File: src/rtl/botones_debounce.sv
// botones_debounce: conditions five active-low push-buttons into
// registered one-cycle active-low press pulses plus a debounced held level.
// Each channel has a two-flop synchronizer and a four-state debounce FSM.
// Optional feature: define BOTONES_AUTOREPEAT_EN to let the four direction
// channels re-pulse while held (first after REPEAT_DELAY, then every
// REPEAT_CYCLES). The attack channel never repeats.

module botones_debounce #(
    parameter int DEBOUNCE_CYCLES = 250000,
    parameter int REPEAT_DELAY    = 25000000,
    parameter int REPEAT_CYCLES   = 10000000
) (
    input  logic       clk,
    input  logic       reset,
    input  logic       attack_raw,
    input  logic       izquierda_raw,
    input  logic       arriba_raw,
    input  logic       abajo_raw,
    input  logic       derecha_raw,
    output logic       attack,
    output logic       izquierda,
    output logic       arriba,
    output logic       abajo,
    output logic       derecha,
    output logic [4:0] presionado
);

    localparam int MAX_AB  = (DEBOUNCE_CYCLES > REPEAT_DELAY) ? DEBOUNCE_CYCLES : REPEAT_DELAY;
    localparam int MAX_ALL = (MAX_AB > REPEAT_CYCLES) ? MAX_AB : REPEAT_CYCLES;
    localparam int CW      = $clog2(MAX_ALL) + 1;

    localparam logic [CW-1:0] DEB_LAST = CW'(DEBOUNCE_CYCLES - 1);
    localparam logic [CW-1:0] CNT_TOP  = '1;
`ifdef BOTONES_AUTOREPEAT_EN
    localparam logic [CW-1:0] RD_LAST  = CW'(REPEAT_DELAY - 1);
    localparam logic [CW-1:0] RC_LAST  = CW'(REPEAT_CYCLES - 1);
`endif

    typedef enum logic [1:0] {
        SUELTO,
        ESPERA_PRESION,
        PRESIONADO,
        ESPERA_SUELTA
    } estado_t;

    // Channel order everywhere: {attack, izquierda, arriba, abajo, derecha}
    logic [4:0] raw_bus;
    logic [4:0] sync_a;
    logic [4:0] sync_b;
    logic [4:0] pulso_bus;
    logic [4:0] held_bus;

    assign raw_bus = {attack_raw, izquierda_raw, arriba_raw, abajo_raw, derecha_raw};

    // Two-flop synchronizer; idles at 1 (released) so reset never looks like a press
    always_ff @(posedge clk or negedge reset) begin
        if (!reset) begin
            sync_a <= '1;
            sync_b <= '1;
        end else begin
            sync_a <= raw_bus;
            sync_b <= sync_a;
        end
    end

    for (genvar i = 0; i < 5; i++) begin : g_canal
`ifdef BOTONES_AUTOREPEAT_EN
        localparam bit ES_DIRECCION = (i != 4);
        logic          rep, rep_next;
`endif
        estado_t       estado, estado_next;
        logic [CW-1:0] cnt, cnt_next, cnt_sat;
        logic          pulso_n, pulso_n_next;
        logic          held, held_next;
        logic          s;

        assign s       = sync_b[i];
        assign cnt_sat = (cnt == CNT_TOP) ? cnt : cnt + CW'(1);

        // Next-state logic: debounce both edges, pulse on entry to PRESIONADO
        always_comb begin
            estado_next  = estado;
            cnt_next     = cnt_sat;
            pulso_n_next = 1'b1;
            held_next    = held;
`ifdef BOTONES_AUTOREPEAT_EN
            rep_next     = rep;
`endif
            case (estado)
                SUELTO: begin
                    cnt_next = '0;
                    if (!s) begin
                        estado_next = ESPERA_PRESION;
                    end
                end
                ESPERA_PRESION: begin
                    if (s) begin
                        estado_next = SUELTO;
                        cnt_next    = '0;
                    end else if (cnt == DEB_LAST) begin
                        estado_next  = PRESIONADO;
                        cnt_next     = '0;
                        pulso_n_next = 1'b0;
                        held_next    = 1'b1;
`ifdef BOTONES_AUTOREPEAT_EN
                        rep_next     = 1'b0;
`endif
                    end
                end
                PRESIONADO: begin
                    if (s) begin
                        estado_next = ESPERA_SUELTA;
                        cnt_next    = '0;
                    end
`ifdef BOTONES_AUTOREPEAT_EN
                    else if (ES_DIRECCION &&
                             ((!rep && cnt == RD_LAST) || (rep && cnt == RC_LAST))) begin
                        pulso_n_next = 1'b0;
                        cnt_next     = '0;
                        rep_next     = 1'b1;
                    end
`endif
                end
                ESPERA_SUELTA: begin
                    if (!s) begin
                        estado_next = PRESIONADO;
                        cnt_next    = '0;
`ifdef BOTONES_AUTOREPEAT_EN
                        rep_next    = 1'b0;
`endif
                    end else if (cnt == DEB_LAST) begin
                        estado_next = SUELTO;
                        cnt_next    = '0;
                        held_next   = 1'b0;
                    end
                end
                default: begin
                    estado_next = SUELTO;
                    cnt_next    = '0;
                end
            endcase
        end

        // Channel state register; reset discards any press in progress
        always_ff @(posedge clk or negedge reset) begin
            if (!reset) begin
                estado  <= SUELTO;
                cnt     <= '0;
                pulso_n <= 1'b1;
                held    <= 1'b0;
`ifdef BOTONES_AUTOREPEAT_EN
                rep     <= 1'b0;
`endif
            end else begin
                estado  <= estado_next;
                cnt     <= cnt_next;
                pulso_n <= pulso_n_next;
                held    <= held_next;
`ifdef BOTONES_AUTOREPEAT_EN
                rep     <= rep_next;
`endif
            end
        end

        assign pulso_bus[i] = pulso_n;
        assign held_bus[i]  = held;
    end

    assign {attack, izquierda, arriba, abajo, derecha} = pulso_bus;
    assign presionado = held_bus;

endmodule

File: config.mk
export PLATFORM = sky130hd
export DESIGN_NAME = botones_debounce
export DESIGN_NICKNAME = d
export VERILOG_FILES = /design/src/rtl/botones_debounce.sv
export SDC_FILE = /design/constraint.sdc
export NUM_CORES = 1
export LEC_CHECK = 0
export BUFFER_PORTS_ARGS = -buffer_cell sky130_fd_sc_hd__buf_4
export CORE_MARGIN = 1.5
export CORE_UTILIZATION = 30
export DETAILED_ROUTE_END_ITERATION = 16
export HOLD_SLACK_MARGIN = 0.02
export SLEW_MARGIN = 25
export SYNTH_ARGS = -nofsm -noshare
export SYNTH_HDL_FRONTEND = slang
export SYNTH_SLANG_ARGS = --single-unit
File: constraint.sdc
create_clock -name clk -period 2 [get_ports clk]
set_clock_uncertainty 0.05 [all_clocks]
set_input_delay 0.4 -clock clk [delete_from_list [all_inputs] [get_ports clk]]
set_output_delay 0.4 -clock clk [all_outputs]
set_load 0.02 [all_outputs]
# After elaboration in Yosys (flattened, before gate mapping)
# Cells that the tools add are included.
# W data, S select, Z words.
[classes]
add_sub_neg = 5
n_eq_ne = 65
muxes = 105
n_reduce_logical = 20
[op_table]
columns = ["op", "count"]
rows = [
  ["$mux W26", 25],
  ["$pmux W26 S4", 5],
  ["$add A26 B1 Y26 const B", 5],
  ["$eq A26 B18 Y1 const B", 5],
  ["$eq A26 B26 Y1 const B", 5],
  ["$mux W2", 30],
  ["$ne A2 B2 Y1 const B", 30],
  ["$pmux W2 S4", 5],
  ["$mux W1", 35],
  ["$ne A3 B3 Y1 const B", 10],
  ["$reduce_and A5 Y1", 5],
  ["$eq A2 B2 Y1 const B", 10],
  ["$reduce_and A4 Y1", 5],
  ["$eq A2 B1 Y1 const B", 5],
  ["$logic_not A2 Y1", 5],
  ["$pmux W1 S2", 5],
  ["$reduce_bool A2 Y1", 5],
]
[totals]
register_bits = 160
in_bits = 7
out_inout_bits = 10

# Depth between registers and ports, before layout
[logic_depth]
ltp_word = 5
mapped_depth = 8
mapped_depth_nobuf = 6

# Worst setup path after synthesis
# No wires, ideal clock.
[synth_timing]
path_type = "reg2reg"
startpoint = "register g_canal[0].cnt[4]"
endpoint = "register g_canal[0].cnt[23]"
arrival_ns = 1.914
t_required_ns = 1.831
path_slack_ns = -0.084
stages_incl_launch_ff = 8
n_path_buf = 2
synth_period_minus_slack_ns = 2.084
path_cell_list = "dfrtp_1 or4_1 or4_1 o22ai_1 o31a_1 buf_4 buf_6 nor2_1"
[synth_between]
elab_chain_len = 5
[synth_rtl]
columns = ["element", "line_no", "source"]
rows = [
  ["start, declared", "72", "logic [CW-1:0] cnt, cnt_next, cnt_sat;"],
  ["start signal, assigned", "156", "cnt <= cnt_next;"],
  ["$add A26 B1 Y26 / $eq A26 B26 Y1 (equally long branches)", "78", "assign cnt_sat = (cnt == CNT_TOP) ? cnt : cnt + CW'(1);"],
  ["$mux W26", "78", ""],
  ["$mux W26", "100, 131", ""],
  ["$mux W26 (on tied branches)", "125, 97", ""],
  ["$pmux W26 S4 *", "89", "case (estado)"],
  ["named net g_canal[0].cnt_next[23]", "72", ""],
]
# Mark *: on every way through the listed nets, which the timed path passes. The rest lies on a longest branch.
# A chain may end at the register's enable or synchronous reset.

# Worst setup path in the final report
[layout_timing]
startpoint = "register g_canal[0].cnt[4]"
endpoint = "register g_canal[0].cnt[4]"
# Same word-level chain as after synthesis.

==> results.py <==
metrics = {
    "final_layout": {
        "multi_input_area_um2": 4850,
        "final_util_pct": 40.1,
        "n_fill_cell": 2810,
        "final_cells": 1457,
        "antenna_cells": 0,
        "drive_above_1_share_pct": 29.3,
        "finalNetCount": 1072,
        "area_delta_synth_final_pct": 32.1,
        "regArea_um2": 4020,
    },
    "floorplan": {
        "initial_core_util_pct": 30.3,
        "std_cell_rows": 62,
        "die_w_um": 173,
        "io_pins": 17,
        "coreArea_um2": 28500,
        "die_h_um": 173,
        "fp.dieArea_um2": 29900,
    },
    "worst_setup_path": {
        "crit_chain": "or4_1 > or4_4 > o22ai_2 > o31a_1 > buf_6 > a211oi_1",
        "crit_path_end_kind": "register",
        "arrival_ns": 2.34,
        "required_ns": 2.26,
        "path_max_fanout": 12,
        "ff2ff_path_depth": 6,
        "max_stage_delay_ns": 0.53,
        "worst_setup_path_start_kind": "register",
        "rr_startpoint": "g_canal[0].cnt[4]",
        "ff2ff_setup_slack_ns": -0.08,
        "endpoint": "g_canal[0].cnt[4]",
        "critPathSlowestCell": "or4_1",
        "r2r_end": "g_canal[0].cnt[4]",
        "path_class": "reg2reg",
        "crit_start": "g_canal[0].cnt[4]",
    },
    "synth": {
        "synthSimpleGateAreaFrac_pct": 28.5,
        "synth-compound-area-share_pct": 11.1,
        "synthAdderAreaFrac_pct": 0.722,
        "syn_nets": 928,
        "synth_cells": 916,
        "synth_area_leaders": "dfrtp_1, xnor2_1, nor2_1",
        "synth_common_cells": "dfrtp_1, nor2_1, xnor2_1, nand2_1, a21oi_1",
        "synthXorXnorAreaFrac_pct": 8.90,
        "synth-main-ff-cell": "dfrtp_1",
        "synth.avg_cell_area_um2": 9.45,
        "ys_seq_area_share_pct": 46.5,
        "ys_ff_latch": 160,
        "synth_edf_count": 0,
        "yosysTopAreaCell": "dfrtp_1",
        "synth_most_common_cell": "dfrtp_1",
        "ys_warn_count": 0,
        "synth_mux_area_share_pct": 0.925,
        "synthDistinctLibCells": 68,
        "ys_async_sr_fraction_pct": 100,
        "synth_top_family_by_area": "simple AND/OR/NAND/NOR gates",
        "netlist_area_um2": 8660,
        "yosysTopAreaCellShare_pct": 41.9,
    },
    "detailed_routing": {
        "drc": 0,
        "vias": 7365,
        "drtPass1Iterations": 5,
        "wl_um": 20700,
        "ant_nets": 0,
        "drt_iter0_markers": 467,
        "wl_per_cell_um": 14.2,
        "avgViaCountPerCell": 5.05,
    },
    "grt": {
        "track_usage_pct": 13.8,
        "overflow": 0,
        "grt_max_degree": 54,
        "grt_pass1_vias": 7117,
        "antenna_found_initial": 0,
        "grt_pass1_wl_um": 34400,
    },
    "pwr": {
        "peakVddDrop_v": 0.000482,
        "p_sw_uw": 1660,
        "power.share.clock_pct": 47.4,
        "seqPwrFrac_pct": 48.4,
        "intPower_uw": 5140,
        "power_density_nw_per_um2": 595,
        "power_frac_comb_pct": 4.2,
        "sw_frac_of_total_pct": 24.4,
        "leakagePower_uw": 0.00436,
    },
    "clock_tree": {
        "htree_levels": 4,
        "cts_tree": "yes",
        "cts_sinks": 160,
        "clockBufferDepth": 2,
        "clock_latency_ns": 0.43,
        "cts_buffers": 17,
        "cts-root-buf": "clkbuf_16",
        "clkSlewWorstSetupHoldPaths_ns": 0.07,
    },
    "placed_design": {
        "gp_congestion": 0.837,
        "place_inst": 1403,
        "port_buffers": 16,
        "dpl.hpwl_um": 13900,
    },
    "sta": {
        "period_minus_slack_ns": 2.08,
        "fin_ws_ns": -0.0846,
        "setup_tns_ns": -2.26,
        "tightestPinTransition_ns": 0.567,
        "clock.fmax_ghz": 0.480,
        "hold_viol": 0,
        "hold_ws_ns": 0.0620,
        "max-slew-margin-rel_pct": 61.9,
        "final-setup-viol-count": 46,
        "rsz0062_at_grt": "yes",
        "slew_viol_final": 0,
        "finalCritPeriodShare_pct": 104,
    },
    "status": {
        "outcome": "finished with violations",
        "violations": "negative setup slack",
    },
    "worst_hold_path": {
        "min_path_cells": 1,
        "hold_path_class": "in2reg",
    },
    "job": {
        "max_cap_viol_count": 0,
    },
}
-- placed cells by master (no fill, tap or decap), drive strengths merged, types with 4 or more instances in the layout --
master,instances
nor3,32
ha,5
nor4,28
mux2i,8
xnor2,75
xor2,13
dlygate4sd3,5
nand2b,6
or4,10
dfrtp,145
a2111oi,6
a31oi,7
and2,16
nand2,64
or2,5
buf,157
nand4,39
or3,19
inv,26
dfstp,15
o211ai,4
nor4b,8
nand3,50
o21ai,21
clkbuf,22
a211oi,27
nor2,114
and3,19
and4,24
o31ai,10
a21oi,53
-- flip-flops by register name, summed over array words and instances (netlist names), named ones only --
name	flops
attack	1
g_canal.estado	5
sync_b	5
arriba	1
izquierda	1
abajo	1
sync_a	5
derecha	1
g_canal.held	5
g_canal.cnt	130
-- power groups by stage --
| stage | combinational, uW | sequential (uW) | clock, uW |
|---|---|---|---|
| after floorplan | 83.1 | 3350 | 0 |
| after global placement | 218 | 3350 | 0 |
| after detailed placement | 222 | 3350 | 0 |
| after CTS | 240 | 3290 | 3320 |
| after global routing | 319 | 3300 | 3470 |
| final | 285 | 3290 | 3230 |
-- layer usage --
layer  track usage [%]  share of wire, %
met1              19.1                49
met2              22.0                47
met3              2.66               2.7
met4              3.99               1.2
met5                 0                 0
-- cell type report --
| cell class | count | share of cell area [%] |
|---|---|---|
| flip-flops and latches | 160 | 35.2 |
| repair buffers | 166 | 12.6 |
| clock buffers | 18 | 3.75 |
| inverters | 18 | 0.591 |
| multi-input cells | 697 | 42.4 |
| well taps | 384 | 4.20 |
| clock inverters | 14 | 1.27 |
-- worst max-delay path, delay by kind of cell (launching register included) --
family | cells | cell delay (ns)
DFF | 1 | 0.38
AOI/OAI and AO/OA | 3 | 0.41
buffers and inverters | 1 | 0.17
and+or+nand+nor | 2 | 0.96
-- per-stage QoR --
step                setup slack, ns  cell area (um^2)  total power [uW]
floorplan                   -0.0738              8690              3430
global placement            -0.0698             10100              3570
detailed placement          -0.0963             10100              3580
CTS                          -0.109             10800              6850
global route                 -0.169             11400              7080
finish                      -0.0846             11400              6800
-- worst min path at each step --
stage	slack, ns	endpoint	start
after detailed placement	0.30	sync_b[4]	sync_a[4]
after CTS	0.04	sync_a[1]	abajo_raw
final	0.06	sync_a[1]	abajo_raw
after global placement	0.30	sync_b[1]	sync_a[1]
after global routing	0.03	sync_a[1]	abajo_raw
after floorplan	0.05	asynchronous set/reset pin	reset
-- logic make-up after synthesis --
logic type | after synthesis
xor+xnor | 88
buf+inv | 59
flops | 160
fa+ha+maj | 5
simple gates | 450
compound gates | 146
mux | 8
-- what timing repair did --
action	in CTS	in global routing
hold endpoints to repair	46	0
endpoints found under the setup margin	83	119
pin swaps	5	39
hold buffers	5	0
setup buffers	1	10
gates cloned	1	5
resized for setup	10	108
Note: power is estimated with default switching activity, not from simulation.
